<file path="config.mk">
export PLATFORM = sky130hd
export DESIGN_NAME = if_fetch_unit_flat
export DESIGN_NICKNAME = d
export VERILOG_FILES = /design/src/rtl/if_fetch_unit_if.sv /design/src/rtl/if_fetch_unit.sv /design/src/flat_wrapper.sv
export SDC_FILE = /design/constraint.sdc
export NUM_CORES = 1
export LEC_CHECK = 0
export ABC_AREA = 1
export CAP_MARGIN = 20
export CORE_ASPECT_RATIO = 1.2
export CORE_MARGIN = 3
export CORE_UTILIZATION = 35
export CTS_CLUSTER_DIAMETER = 100
export CTS_CLUSTER_SIZE = 10
export DETAILED_ROUTE_END_ITERATION = 6
export GPL_TIMING_DRIVEN = 0
export PLACE_DENSITY = 0.68
export SYNTH_ARGS = -nofsm -noshare
export SYNTH_HDL_FRONTEND = slang
export SYNTH_SLANG_ARGS = --single-unit
</file>
<file path="constraint.sdc">
create_clock -name clk_i -period 2.4 [get_ports clk_i]
set_clock_uncertainty 0.05 [all_clocks]
set_input_delay 0.48 -clock clk_i [delete_from_list [all_inputs] [get_ports clk_i]]
set_output_delay 0.48 -clock clk_i [all_outputs]
set_load 0.005 [all_outputs]
</file>
<file path="src/rtl/if_fetch_unit_if.sv">
// ---------------------------------------------------------------------------
// if_fetch_unit_if
// Instruction-memory request/acknowledge bus between the fetch stage and
// instruction memory.
//   imem_req   : fetch stage requests the word at imem_addr
//   imem_addr  : word address of the request
//   imem_ack   : memory accepted the request; imem_rdata is valid this cycle
//   imem_rdata : instruction word returned with imem_ack
// Modports:
//   master : fetch stage side (drives req/addr)
//   slave  : memory side (drives ack/rdata)
// ---------------------------------------------------------------------------
interface if_fetch_unit_if;
   logic        imem_req;
   logic [31:0] imem_addr;
   logic        imem_ack;
   logic [31:0] imem_rdata;

   modport master (
      output imem_req,
      output imem_addr,
      input  imem_ack,
      input  imem_rdata
   );

   modport slave (
      input  imem_req,
      input  imem_addr,
      output imem_ack,
      output imem_rdata
   );
endinterface

</file>
<file path="src/rtl/if_fetch_unit.sv">
// ---------------------------------------------------------------------------
// if_fetch_unit
// Instruction fetch stage of the 5-stage RV32I pipeline. Owns the program
// counter, fetches words over the imem req/ack bus and presents each fetched
// instruction with its address to the IF/ID register. Applies hazard stalls
// and taken-branch redirects; a redirect produces a one-cycle squash pulse so
// IF/ID loads a NOP.
//
// Configuration macro: IF_ALIGN_CHECK_EN
//   defined   : a misaligned branch target sets the sticky fetch_misalign_o
//               flag, suppresses the squash pulse and halts fetching (after
//               any outstanding request is acknowledged) until reset.
//   undefined : branch target bits [1:0] are forced to zero, fetch_misalign_o
//               is tied low.
//
// Ports:
//   clk_i            : clock, all state updates on rising edge
//   rst_ni           : synchronous active-low reset
//   stall_i          : hazard unit stall, IF/ID does not load this cycle
//   branch_taken_i   : one-cycle redirect request from EX
//   branch_target_i  : redirect PC, valid with branch_taken_i
//   imem             : instruction memory bus (master side)
//   fetch_valid_o    : iaddr_o/idata_o hold an unconsumed instruction
//   iaddr_o          : PC of the presented instruction
//   idata_o          : presented instruction word
//   pc_replace_o     : squash pulse to IF/ID
//   fetch_misalign_o : sticky misaligned-target flag
// ---------------------------------------------------------------------------
module if_fetch_unit #(
   parameter logic [31:0] RESET_PC = 32'h0000_0000
) (
   input  logic                    clk_i,
   input  logic                    rst_ni,
   input  logic                    stall_i,
   input  logic                    branch_taken_i,
   input  logic [31:0]             branch_target_i,
   if_fetch_unit_if.master         imem,
   output logic                    fetch_valid_o,
   output logic [31:0]             iaddr_o,
   output logic [31:0]             idata_o,
   output logic                    pc_replace_o,
   output logic                    fetch_misalign_o
);

   localparam logic [31:0] NOP = 32'h0000_0013;

   typedef enum logic [2:0] {
      IDLE,
      FETCH,
      HOLD,
      FLUSH,
      HALT
   } state_e;

   state_e      state_q, state_d;
   logic [31:0] pc_q, pc_d;
   logic        req_q, req_d;
   logic [31:0] addr_q, addr_d;
   logic        valid_q, valid_d;
   logic [31:0] iaddr_q, iaddr_d;
   logic [31:0] idata_q, idata_d;
   logic        replace_q, replace_d;
   logic        misalign_q, misalign_d;

   logic [31:0] redirectPc;
   logic        misTarget;
   logic        consume;
   logic        outstanding;

   // The redirect address actually used. Without the alignment check the
   // low two bits are simply cleared; with it they are kept and a non-zero
   // value marks the redirect as misaligned.
`ifdef IF_ALIGN_CHECK_EN
   assign redirectPc = branch_target_i;
   assign misTarget  = |branch_target_i[1:0];
`else
   assign redirectPc = branch_target_i & ~32'h0000_0003;
   assign misTarget  = 1'b0;
`endif

   // IF/ID takes the presented instruction whenever it is valid and the
   // hazard unit is not stalling. A request is still in flight when we are
   // waiting on memory and the ack has not arrived this cycle.
   assign consume     = valid_q & ~stall_i;
   assign outstanding = ((state_q == FETCH) || (state_q == FLUSH)) & ~imem.imem_ack;

   // Next-state and output logic. Every register defaults to holding its
   // value and the squash pulse defaults low; the per-state behaviour is
   // computed first and a redirect then overrides it, since a taken branch
   // has priority over both stall and an arriving ack.
   always_comb begin
      state_d    = state_q;
      pc_d       = pc_q;
      req_d      = req_q;
      addr_d     = addr_q;
      valid_d    = valid_q;
      iaddr_d    = iaddr_q;
      idata_d    = idata_q;
      replace_d  = 1'b0;
      misalign_d = misalign_q;

      case (state_q)
         IDLE: begin
            state_d = FETCH;
            req_d   = 1'b1;
            addr_d  = pc_q;
         end
         FETCH: begin
            if (consume) begin
               valid_d = 1'b0;
            end
            if (imem.imem_ack) begin
               iaddr_d = pc_q;
               idata_d = imem.imem_rdata;
               valid_d = 1'b1;
               pc_d    = pc_q + 32'd4;
               if (stall_i) begin
                  state_d = HOLD;
                  req_d   = 1'b0;
               end else begin
                  addr_d  = pc_q + 32'd4;
               end
            end
         end
         HOLD: begin
            if (!stall_i) begin
               valid_d = 1'b0;
               state_d = FETCH;
               req_d   = 1'b1;
               addr_d  = pc_q;
            end
         end
         FLUSH: begin
            if (imem.imem_ack) begin
               state_d = misalign_q ? HALT : FETCH;
               req_d   = ~misalign_q;
               addr_d  = pc_q;
            end
         end
         HALT: begin
            req_d   = 1'b0;
            valid_d = 1'b0;
         end
         default: begin
            state_d = IDLE;
            req_d   = 1'b0;
         end
      endcase

      // A request already on the bus cannot be withdrawn, so with one in
      // flight we park in FLUSH holding req/addr until the ack drains.
      if (branch_taken_i && (state_q != HALT)) begin
         pc_d    = redirectPc;
         valid_d = 1'b0;
         if (misTarget) begin
            misalign_d = 1'b1;
         end else begin
            replace_d  = 1'b1;
         end
         if (outstanding) begin
            state_d = FLUSH;
            req_d   = 1'b1;
            addr_d  = addr_q;
         end else if (misTarget || misalign_q) begin
            state_d = HALT;
            req_d   = 1'b0;
         end else begin
            state_d = FETCH;
            req_d   = 1'b1;
            addr_d  = redirectPc;
         end
      end
   end

   // State and output registers with synchronous active-low reset. Reset
   // drops any outstanding memory request and presents a NOP.
   always_ff @(posedge clk_i) begin
      if (!rst_ni) begin
         state_q    <= IDLE;
         pc_q       <= RESET_PC;
         req_q      <= 1'b0;
         addr_q     <= RESET_PC;
         valid_q    <= 1'b0;
         iaddr_q    <= 32'h0000_0000;
         idata_q    <= NOP;
         replace_q  <= 1'b0;
         misalign_q <= 1'b0;
      end else begin
         state_q    <= state_d;
         pc_q       <= pc_d;
         req_q      <= req_d;
         addr_q     <= addr_d;
         valid_q    <= valid_d;
         iaddr_q    <= iaddr_d;
         idata_q    <= idata_d;
         replace_q  <= replace_d;
         misalign_q <= misalign_d;
      end
   end

   assign imem.imem_req  = req_q;
   assign imem.imem_addr = addr_q;
   assign fetch_valid_o  = valid_q;
   assign iaddr_o        = iaddr_q;
   assign idata_o        = idata_q;
   assign pc_replace_o   = replace_q;

`ifdef IF_ALIGN_CHECK_EN
   assign fetch_misalign_o = misalign_q;
`else
   assign fetch_misalign_o = 1'b0;
`endif

endmodule

</file>
<file path="src/flat_wrapper.sv">
// flat-port wrapper written by rule: the top's interface ports become plain ports
module if_fetch_unit_flat 
#(
   parameter logic [31:0] RESET_PC = 32'h0000_0000
)
  (clk_i, rst_ni, stall_i, branch_taken_i, branch_target_i, fetch_valid_o, iaddr_o, idata_o, pc_replace_o, fetch_misalign_o, imem_imem_req, imem_imem_addr, imem_imem_ack, imem_imem_rdata);
  if_fetch_unit_if imem_i ();
  input  logic clk_i;
  input  logic rst_ni;
  input  logic stall_i;
  input  logic branch_taken_i;
  input  logic [31:0] branch_target_i;
  output logic fetch_valid_o;
  output logic [31:0] iaddr_o;
  output logic [31:0] idata_o;
  output logic pc_replace_o;
  output logic fetch_misalign_o;
  output wire logic [$bits(imem_i.imem_req)-1:0] imem_imem_req;
  output wire logic [$bits(imem_i.imem_addr)-1:0] imem_imem_addr;
  input wire logic [$bits(imem_i.imem_ack)-1:0] imem_imem_ack;
  input wire logic [$bits(imem_i.imem_rdata)-1:0] imem_imem_rdata;
  assign imem_imem_req = imem_i.imem_req;
  assign imem_imem_addr = imem_i.imem_addr;
  assign imem_i.imem_ack = imem_imem_ack;
  assign imem_i.imem_rdata = imem_imem_rdata;
  if_fetch_unit #(.RESET_PC(RESET_PC)) u_core (.clk_i(clk_i), .rst_ni(rst_ni), .stall_i(stall_i), .branch_taken_i(branch_taken_i), .branch_target_i(branch_target_i), .imem(imem_i), .fetch_valid_o(fetch_valid_o), .iaddr_o(iaddr_o), .idata_o(idata_o), .pc_replace_o(pc_replace_o), .fetch_misalign_o(fetch_misalign_o));
endmodule
</file>
==> results of run 1 <==
-- sequential cells by signal, summed over array words and instances, names as in the netlist --
name	cells
u_core.idata_o	32
u_core.pc_q	30
u_core.state_q	2
u_core.fetch_valid_o	1
u_core.iaddr_o	30
u_core.pc_replace_o	1
u_core.imem.imem_addr	30
-- cell type report --
class	count	area share (%)
Multi-Input combinational cell	642	35.1
Sequential cell	126	29.7
Timing Repair Buffer	160	18.9
Clock buffer	20	5.50
Buffer	51	3.39
Inverter	70	3.21
Tap cell	216	3.18
Clock inverter	12	1.02
-- where the power goes --
group	total [W]	switching (W)	internal [W]
registers	0.00247	0.000142	0.00233
clock network	0.00240	0.000998	0.00140
logic	0.00147	0.000745	0.000726
total	0.00635	0.00188	0.00446
-- cell families (layout without fill, tap and decap cells) --
logic type | Yosys count | in the layout | synth area share (%)
AO/OA/AOI/OAI | 227 | 227 | 20.0
buffers and inverters | 121 | 313 | 9.27
other | 1 | 5 | 0.0620
adder cells (fa/ha/maj) | 5 | 5 | 1.03
AND/OR/NAND/NOR | 395 | 395 | 26.4
flip-flops | 126 | 126 | 41.7
XOR/XNOR | 10 | 10 | 1.45
-- per-stage QoR --
step                      util (%)  hold WS, ns
after global placement        46.9        0.403
after floorplan                  -        0.416
after CTS                     50.2        0.426
after detailed placement      46.9        0.407
final                         50.2        0.419
after global routing          50.2        0.445
-- worst paths after layout --
path	end	slack, ns	cells past startpoint	from
min	u_core.idata_o[1]	0.42	2	u_core.idata_o[1]
max	u_core.imem.imem_addr[8]	0.33	7	u_core.state_q[0]
max reg2reg	u_core.imem.imem_addr[8]	0.33	7	u_core.state_q[0]
min reg2reg	u_core.idata_o[1]	0.42	2	u_core.idata_o[1]
-- worst register-to-register path: stages (launching register included) --
cell      delay (ns)
dfxtp_1         0.41
ha_1            0.38
nor2_4          0.13
inv_2           0.16
clkbuf_1        0.39
o21ai_0         0.14
nor3_1          0.25
nor2_1          0.06
-- cell usage in the layout (no fill, tap or decap), drive strengths merged --
master and count:
nor3 6, xor2 8, nor2 157, buf 30, a21boi 2, o21ai 136
nor4 1, ha 5, xnor2 2, clkdlybuf4s50 160, clkinvlp 3, clkbuf 41
nand3 33, a21oi 79, inv 71, a31oi 10, clkinv 8, dfxtp 126
conb 5, nand2 198
-- metal layers --
metal	global-route usage [%]	vias to the layer above	wire length, um
li1	-	3213	-
met1	25.4	2872	8690
met2	36.7	206	9720
met3	4.39	29	1140
met4	7.30	0	417
met5	0	-	0
==> impl_results.md, run 1 <==
* Top FF cell, synth: dfxtp_1
* GRT Total Usage at 20.9%
* Diode count at 0
* Part of the cycle the worst path needs at 86.2%
* #FFs+latches synth at approximately 130
* Tot Pwr at 0.00635 W
* Static leakage at about 3.3 nW
* Synthesis Warnings at 0
* RSZ-0062 raised after global routing: false
* Port Buffers at 160
* Synth top area share at 41.7%
* # fillers at between 1.5k and 2k
* Reg clk slew, reported paths at 0.06 ns
* DR vias at 6320
* Initial antenna violation count at 0
* Drt pass-1 iters at 5
* Post-layout net count at ~1.1k
* Seq/Total Area, Yosys at 41.7%
* Total negative slack at 0 ns
* Post-synth top cells: 192 x nand2_1, 147 x nor2_1, 126 x dfxtp_1
* Worst IR Drop VDD at 475 uV
* Post-synth EDFFs at 0
* Worst setup SP type: flop
* Core Footprint at 16900 sq um
* Worst Path Class, Setup: reg -> reg
* Drc violations at 0
* Hold Crit Class: reg -> reg
* Root Buffer: clkbuf_16
* WL/cell at around 15 um
* Final ANT Viol Nets at 0
* Synth top area cells: dfxtp_1 42%, nand2_1 12%, nor2_1 9.1%
* First-pass GRT wire length at 31.5 mm
* Achievable Freq at roughly 480 MHz
* Cells resized by post-CTS repair at 0
* DP HPWL at between 15 and 20 mm
* Crit path max fanout at 10
* Pwr Density at 748 nW/um^2
* Reg area at 2520 sq um
* Clock tree buffer depth at 2
* Pin count of the biggest net entering global routing at 17
* Die area at between 15000 and 20000 sq um
* Final std cells w/o fill at 1297
* Synth area leader: dfxtp_1
* RD Place Congestion at 0.941
* Min cycle time layout at 2.07 ns
* Setup violators final at 0
* Final instance area at between 8000 and 9000 sq um
* CTS tree: yes
* Area of the multi-input gates at between 2000 and 3000 sq um
* Netlist cell types at 34
* Routed WL at approximately 20 mm
* Least-Margin Pin Slew at roughly 0.67 ns
* Area Overhead vs Synth at 40.4%
* Rows at 52
* Synth async-reset ratio at 0%
* Die X at 126 um
* Cells after synthesis at 885
* WP data required at roughly 2.7 ns
* Status: finished clean
* WP buf/inv at 2
* Vias/cell at 4.87
* Post-CTS setup buffers at 0
* Inst Count DP at approximately 1.3k
* Worst Path Arrival at roughly 2.3 ns
* # Max-Cap Violations at 0
* Syn Std Cell Area at 6050 sq um
* Htree depth at 4
* Clock Latency Late Sink at 0.42 ns
* I/O pin count at ~170
* Worst slew margin at 55.0%
* Slew Limit Fails at 0
* Iter 0 DRT Violations at 331
* Clk sink count at 126
* Vias in the first global route at between 6k and 7k
* CP max-delay cell: dfxtp_1
* Die Ht at 150 um
* Syn_area_per_cell at 6.83 sq um
* Remaining Overflow, GRT at 0
* Most frequent cell after synthesis: nand2_1
* CP max stage delay at 0.41 ns
* Pre-CTS WS at between 0.007 and 0.008 ns
* Top delay family on crit path: buffers and inverters
* Post-DP Area at 7930 sq um
* # hold bufs at CTS at 0
* Share of layout cells above drive strength 1 at 9.81%
* Initial Util at 35.7%
* Crit path capture type: flop
* Hold Fails Final Rpt at 0
* CTS buffer count at 17
* Worst setup margin at between 0.3 and 0.4 ns
* Crit-path cells: ha_1, nor2_4, inv_2, clkbuf_1, o21ai_0, nor3_1, nor2_1
No activity file was read; power rests on OpenSTA's default activity.
==> run 2: changes to the inputs <==
- CAP_MARGIN: 20 -> unset
- CELL_PAD_IN_SITES_DETAIL_PLACEMENT: unset -> 1
- CELL_PAD_IN_SITES_GLOBAL_PLACEMENT: unset -> 1
- CORE_MARGIN: 3 -> unset
- CORE_UTILIZATION: 35 -> 34
- PLACE_DENSITY: 0.68 -> 0.87
==> run 2 against run 1 <==
Highest routed layer unchanged. Critical path type unchanged. Final area increased by 1.3%. Die area down 3.0%. Sequential share of layout area shrank 0.37 points.
==> impl_results.md, run 2 (synthesis gave the netlist of run 1 again) <==
* Vias/cell at 5.11 (+4.9%)
* Cells resized by post-CTS repair at 0 (unchanged)
* WL/cell at 17.8 um (+16%)
* RD Place Congestion at 0.895 (-5.0%)
* GRT Total Usage at 25.4% (+4.4 points)
* RSZ-0062 raised after global routing: false
* CTS tree: yes
* Root Buffer: clkbuf_16
* Routed WL at 23.1 mm (+16%)
* Clock Latency Late Sink at 0.43 ns (about the same)
* Initial Util at 34.7% (-1.1 points)
* Setup violators final at 0 (unchanged)
* Slew Limit Fails at 0 (unchanged)
* Inst Count DP at 1269 (+0.32%)
* Final ANT Viol Nets at 0 (unchanged)
* Final std cells w/o fill at 1301 (+0.31%)
* Htree depth at 4 (unchanged)
* Final instance area at 8590 sq um (+1.3%)
* Vias in the first global route at 6891 (+12%)
* Hold Fails Final Rpt at 0 (unchanged)
* Commonest non-fill, non-tap cell in the layout: nand2_1
* Post-DP Area at 7940 sq um (about the same)
* Die area at 18300 sq um (-3.0%)
* Crit path max fanout at 10 (unchanged)
* Max FFs per register at 32 (unchanged)
* Port Buffers at 160 (unchanged)
* I/O pin count at 169 (unchanged)
* Die X at 124 um (-1.8%)
* DR vias at 6652 (+5.3%)
* Initial antenna violation count at 0 (unchanged)
* Min cycle time layout at 2.12 ns (+0.0470 ns)
* Pin count of the biggest net entering global routing at 17 (unchanged)
* Pre-CTS WS at -0.0600 ns (-0.0676 ns)
* CTS buffer count at 17 (unchanged)
* Worst slew margin at 52.8% (-2.2 points)
* Least-Margin Pin Slew at 0.708 ns (+0.0328 ns)
* First-pass GRT wire length at 35.2 mm (+12%)
* Hold Crit Class: in -> reg
* Tot Pwr at 0.00692 W (+9.0%)
* Part of the cycle the worst path needs at 88.2% (+2.0 points)
* Core Footprint at 17400 sq um (+3.1%)
* # Max-Cap Violations at 0 (unchanged)
* Iter 0 DRT Violations at 217 (-34%)
* Drt pass-1 iters at 4 (-1)
* Die Ht at 148 um (-1.3%)
* Worst Path Arrival at 2.38 ns (+0.06 ns)
* WHS at 0.395 ns (-0.0241 ns)
* Pwr Density at 805 nW/um^2 (+7.6%)
* Most frequent cells in the layout: 192 x nand2_1, 160 x clkdlybuf4s50_1, 147 x nor2_1
* Post-CTS setup buffers at 0 (unchanged)
* Status: finished clean
* WP data required at 2.67 ns (+0.02 ns)
* Clock tree buffer depth at 2 (unchanged)
* Crit path capture type: flop
* Drc violations at 0 (unchanged)
* Worst setup SP type: flop
* Worst IR Drop VDD at 518 uV (+9.1%)
* # hold bufs at CTS at 0 (unchanged)
* Worst Path Class, Setup: reg -> reg
* Worst setup margin at 0.284 ns (-0.0470 ns)
* Diode count at 0 (unchanged)
* Share of layout cells above drive strength 1 at 9.81% (unchanged)
* Remaining Overflow, GRT at 0 (unchanged)
* Post-layout net count at 1142 (unchanged)
* Achievable Freq at 473 MHz (-2.2%)
* Area Overhead vs Synth at 42.1%
* DP HPWL at 17.0 mm (+12%)
* Rows at 53 (+1.9%)
* Reg clk slew, reported paths at 0.06 ns (about the same)
* Static leakage at 3.35 nW (+1.1%)
* Clk sink count at 126 (unchanged)
-- run 2: cell types whose count changed in the layout (fill, tap and decap cells not counted), sizes merged --
cell      delta
inv          -1
clkinvlp     +2
bufinv       +5
clkinv       -4
clkbuf       -2
-- run 2: power by group --
| group | switching [W] | total, W | internal [W] |
|---|---|---|---|
| combinational | 0.000794 | 0.00152 | 0.000727 |
| clock | 0.00104 | 0.00291 | 0.00187 |
| sequential | 0.000152 | 0.00248 | 0.00233 |
| total | 0.00199 | 0.00692 | 0.00493 |
-- run 2: final timing paths --
check	slack, ns	cells past startpoint	end	from
worst min register to register	0.43	2	u_core.idata_o[18]	u_core.idata_o[18]
worst max-delay path	0.28	7	u_core.imem.imem_addr[8]	u_core.state_q[0]
worst min-delay path	0.40	3	u_core.pc_q[11]	branch_taken_i
worst max register to register	0.28	7	u_core.imem.imem_addr[8]	u_core.state_q[0]
-- run 2: critical path, stage by stage, from the launching register on --
cell	delay, ns
dfxtp_1	0.40
ha_1	0.39
nor2_4	0.13
inv_2	0.17
clkbuf_1	0.42
o21ai_0	0.14
nor3_1	0.24
nor2_1	0.06
-- run 2: final cells by class --
cell class	instances	area, sq um
fill	2221	8850
multi-input combinational	642	2980
sequential	126	2520
timing repair buffer	160	1600
clock buffer	18	439
buffer	51	288
tap	220	275
inverter	70	273
clock inverter	14	215
-- run 2: stage by stage --
stage / setup TNS [ns] / util [%]
2_1_floorplan: 0 / -
4_1_cts: 0 / 49.3
5_1_grt: 0 / 49.3
6_report: 0 / 49.3
3_5_place_dp: -0.435 / 45.5
3_3_place_gp: -0.0165 / 45.5
-- run 2: metal layers --
| layer | wire length, um | up-vias | share of wire, % | track usage (%) |
|---|---|---|---|---|
| li1 | - | 3220 | - | - |
| met1 | 9320 | 3178 | 40 | 27.9 |
| met2 | 11900 | 204 | 51 | 45.6 |
| met3 | 1130 | 50 | 4.9 | 4.95 |
| met4 | 811 | 0 | 3.5 | 12.5 |
| met5 | 0 | - | 0 | 0 |
==> run 3: changes to the inputs <==
- ABC_AREA: 1 -> 0
- CORE_UTILIZATION: 34 -> 35
- PLACE_DENSITY: 0.87 -> 0.86
- SKIP_LAST_GASP: unset -> 1
==> run 3 against run 2 <==
Non-clock buffer count increased by 21. Power decreased by 9.1%. Critical path type is now in -> reg. Critical endpoint is now u_core.pc_q[10]. Die area decreased by 0.99%.
==> impl_results.md, run 3 <==
* Status: finished clean
* Port Buffers at 159 (-0.63%)
* Vias in the first global route at 6835 (-0.81%)
* Vias/cell at 5.59 (+9.3%)
* Slew Limit Fails at 0 (unchanged)
* Pin count of the biggest net entering global routing at 17 (unchanged)
* Syn_area_per_cell at 8.05 sq um (+18%)
* WL/cell at 20.3 um (+14%)
* Least-Margin Pin Slew at 0.715 ns (+0.00731 ns)
* Setup violators final at 0 (unchanged)
* Synth top area cells: dfxtp_1 41%, nand2_1 10%, a21boi_0 8.0%
* Worst Path Arrival at 2.56 ns (+0.18 ns)
* Max FFs per register at 32 (unchanged)
* Clock tree buffer depth at 2 (unchanged)
* CP max stage delay at 0.53 ns (+0.11 ns)
* Crit path capture type: flop
* Clock Latency Late Sink at 0.42 ns (about the same)
* Synth async-reset ratio at 0% (unchanged)
* Reg clk slew, reported paths at 0.06 ns (about the same)
* Post-synth EDFFs at 0 (unchanged)
* Area Overhead vs Synth at 42.2% (about the same)
* Layout Utilization at 51.4% (+2.1 points)
* Syn Std Cell Area at 6160 sq um (+1.9%)
* Commonest non-fill, non-tap cell in the layout: nand2_1
* WP data required at 2.62 ns (-0.05 ns)
* Clock share of power at 44.1% (+2.0 points)
* Post-synth top cells: 169 x nand2_1, 126 x dfxtp_1, 66 x a21boi_0
* RD Place Congestion at 0.887 (-0.80%)
* Worst setup SP type: primary input
* Sequential Power Share at 37.7% (+1.8 points)
* Tot Pwr at 0.00629 W (-9.1%)
* Pwr Density at 718 nW/um^2 (-11%)
* DR vias at 6587 (-0.98%)
* Cell Int Power at 0.00458 W (-7.1%)
* Worst slew margin at 52.3% (-0.49 points)
* Core Footprint at 17000 sq um (-2.3%)
* Synthesis Warnings at 0 (unchanged)
* RSZ-0062 raised after global routing: true
* GRT Total Usage at 26.8% (+1.4 points)
* Pre-CTS WS at -0.898 ns (-0.838 ns)
* Rows at 52 (-1.9%)
* Netlist cell types at 52 (+53%)
* Die Ht at 147 um (-0.50%)
* Most frequent cell after synthesis: nand2_1
* Clk sink count at 126 (unchanged)
* Worst setup margin at 0.0570 ns (-0.227 ns)
* Final ANT Viol Nets at 0 (unchanged)
* Hold Fails Final Rpt at 0 (unchanged)
* Comb pwr share at 18.1% (-3.9 points)
* Remaining Overflow, GRT at 0 (unchanged)
* Top FF cell, synth: dfxtp_1
* Share of layout cells above drive strength 1 at 8.72% (-1.1 points)
* Post-layout net count at 1024 (-10%)
* Drt pass-1 iters at 6 (+2)
* Initial antenna violation count at 0 (unchanged)
* CP max-delay cell: clkbuf_1
* I/O pin count at 169 (unchanged)
* Part of the cycle the worst path needs at 97.6% (+9.5 points)
* Most frequent cells in the layout: 168 x nand2_1, 159 x clkdlybuf4s50_1, 126 x dfxtp_1
* Top delay family on crit path: buffers and inverters
* Root Buffer: clkbuf_16
* Synth top area share at 40.9% (-0.78 points)
* Min cycle time layout at 2.34 ns (+0.227 ns)
* CTS tree: yes
* Die area at 18100 sq um (-0.99%)
* Initial Util at 36.1% (+1.5 points)
* # hold bufs at CTS at 0 (unchanged)
* First-pass GRT wire length at 36.8 mm (+4.5%)
* Hold Crit Class: reg -> reg
* WP buf/inv at 5 (+3)
* CTS buffer count at 17 (unchanged)
* Drc violations at 0 (unchanged)
* Crit path max fanout at 10 (unchanged)
* Achievable Freq at 427 MHz (-9.7%)
* Worst IR Drop VDD at 512 uV (-1.2%)
* Worst Path Class, Setup: in -> reg
* # Max-Cap Violations at 0 (unchanged)
* Cells after synthesis at 765 (-14%)
* Diode count at 0 (unchanged)
* DP HPWL at 16.9 mm (-0.74%)
* # fillers at 2028 (-8.7%)
* Static leakage at 3.13 nW (-6.7%)
* Switching Power at 0.00171 W (-14%)
* Critical path's most frequent cell: clkbuf_1
* Routed WL at 23.9 mm (+3.2%)
* Htree depth at 4 (unchanged)
* Net Sw Frac at 27.2% (-1.5 points)
* Crit-path cells: clkbuf_1, inv_1, clkbuf_1, clkbuf_1, clkbuf_1, a21oi_1
* Die X at 123 um (-0.50%)
* Synth area leader: dfxtp_1
* Seq/Total Area, Yosys at 40.9% (-0.78 points)
* Iter 0 DRT Violations at 449 (+110%)
* #FFs+latches synth at 126 (unchanged)
[run 3: tightest hold or removal path, delay by kind of cell, from the launching register on]
kind / cells / cell delay [ns]
flip-flops: 1 / 0.30
AND/OR/NAND/NOR: 1 / 0.05
AO/OA/AOI/OAI: 1 / 0.06
[run 3: metrics by stage]
step | area [sq um] | TNS, ns | hold slack [ns] | cells
floorplan | 6180 | 0 | 0.407 | 769
global placement | 8040 | -55.78 | 0.399 | 1144
detailed placement | 8040 | -65.34 | 0.409 | 1144
CTS | 8710 | 0 | 0.417 | 1177
global route | 8760 | -0.0768 | 0.430 | 1179
finish | 8760 | 0 | 0.412 | 1179
[run 3: area by class of cell]
cell class / instances / area [sq um] / share of cell area, %
multi-input combinational: 563 / 3350 / 38.2
tap: 216 / 270 / 3.08
clock inverter: 11 / 164 / 1.87
sequential: 126 / 2520 / 28.8
clock buffer: 21 / 460 / 5.26
buffer: 69 / 338 / 3.86
inverter: 10 / 37.5 / 0.428
timing repair buffer: 163 / 1620 / 18.5
[run 3: logic make-up after synthesis]
group                    after synthesis  share of synthesized area, %
flip-flops                           126                          40.9
other                                  1                        0.0609
AND/OR/NAND/NOR                      314                          25.0
adder cells (fa/ha/maj)                5                          1.02
multiplexers                           4                         0.650
buffers and inverters                 80                          5.75
XOR/XNOR                              42                          5.97
AO/OA/AOI/OAI                        193                          20.6
[run 3: worst paths after layout]
path	start	to	slack [ns]	cells past startpoint
max reg2reg	u_core.pc_q[10]	u_core.imem.imem_addr[17]	0.07	6
max	branch_taken_i	u_core.pc_q[10]	0.06	6
min	u_core.iaddr_o[15]	u_core.iaddr_o[15]	0.41	2
min reg2reg	u_core.iaddr_o[15]	u_core.iaddr_o[15]	0.41	2
[run 3: repair_timing]
| action | in CTS | in global routing |
|---|---|---|
| resized for setup | 16 | 14 |
| setup endpoints to repair | 102 | 46 |
| setup buffers | 2 | 2 |
| pin swaps | 0 | 1 |
[run 3: power by group through the flow]
stage	sequential, W	combinational [W]	clock [W]
2_1_floorplan	0.00239	0.000496	0
3_3_place_gp	0.00241	0.00105	0
3_5_place_dp	0.00241	0.00108	0
4_1_cts	0.00237	0.00112	0.00280
5_1_grt	0.00239	0.00122	0.00290
6_report	0.00237	0.00114	0.00278
[run 3: metal layers]
metal  GRT usage, %  wire (um)  vias to the layer above
met5              0          0                        -
met2           46.4      11800                      292
met4           15.4       1060                        0
met1           30.2       9490                     3208
met3           5.28       1500                       72
li1               -          -                     3015
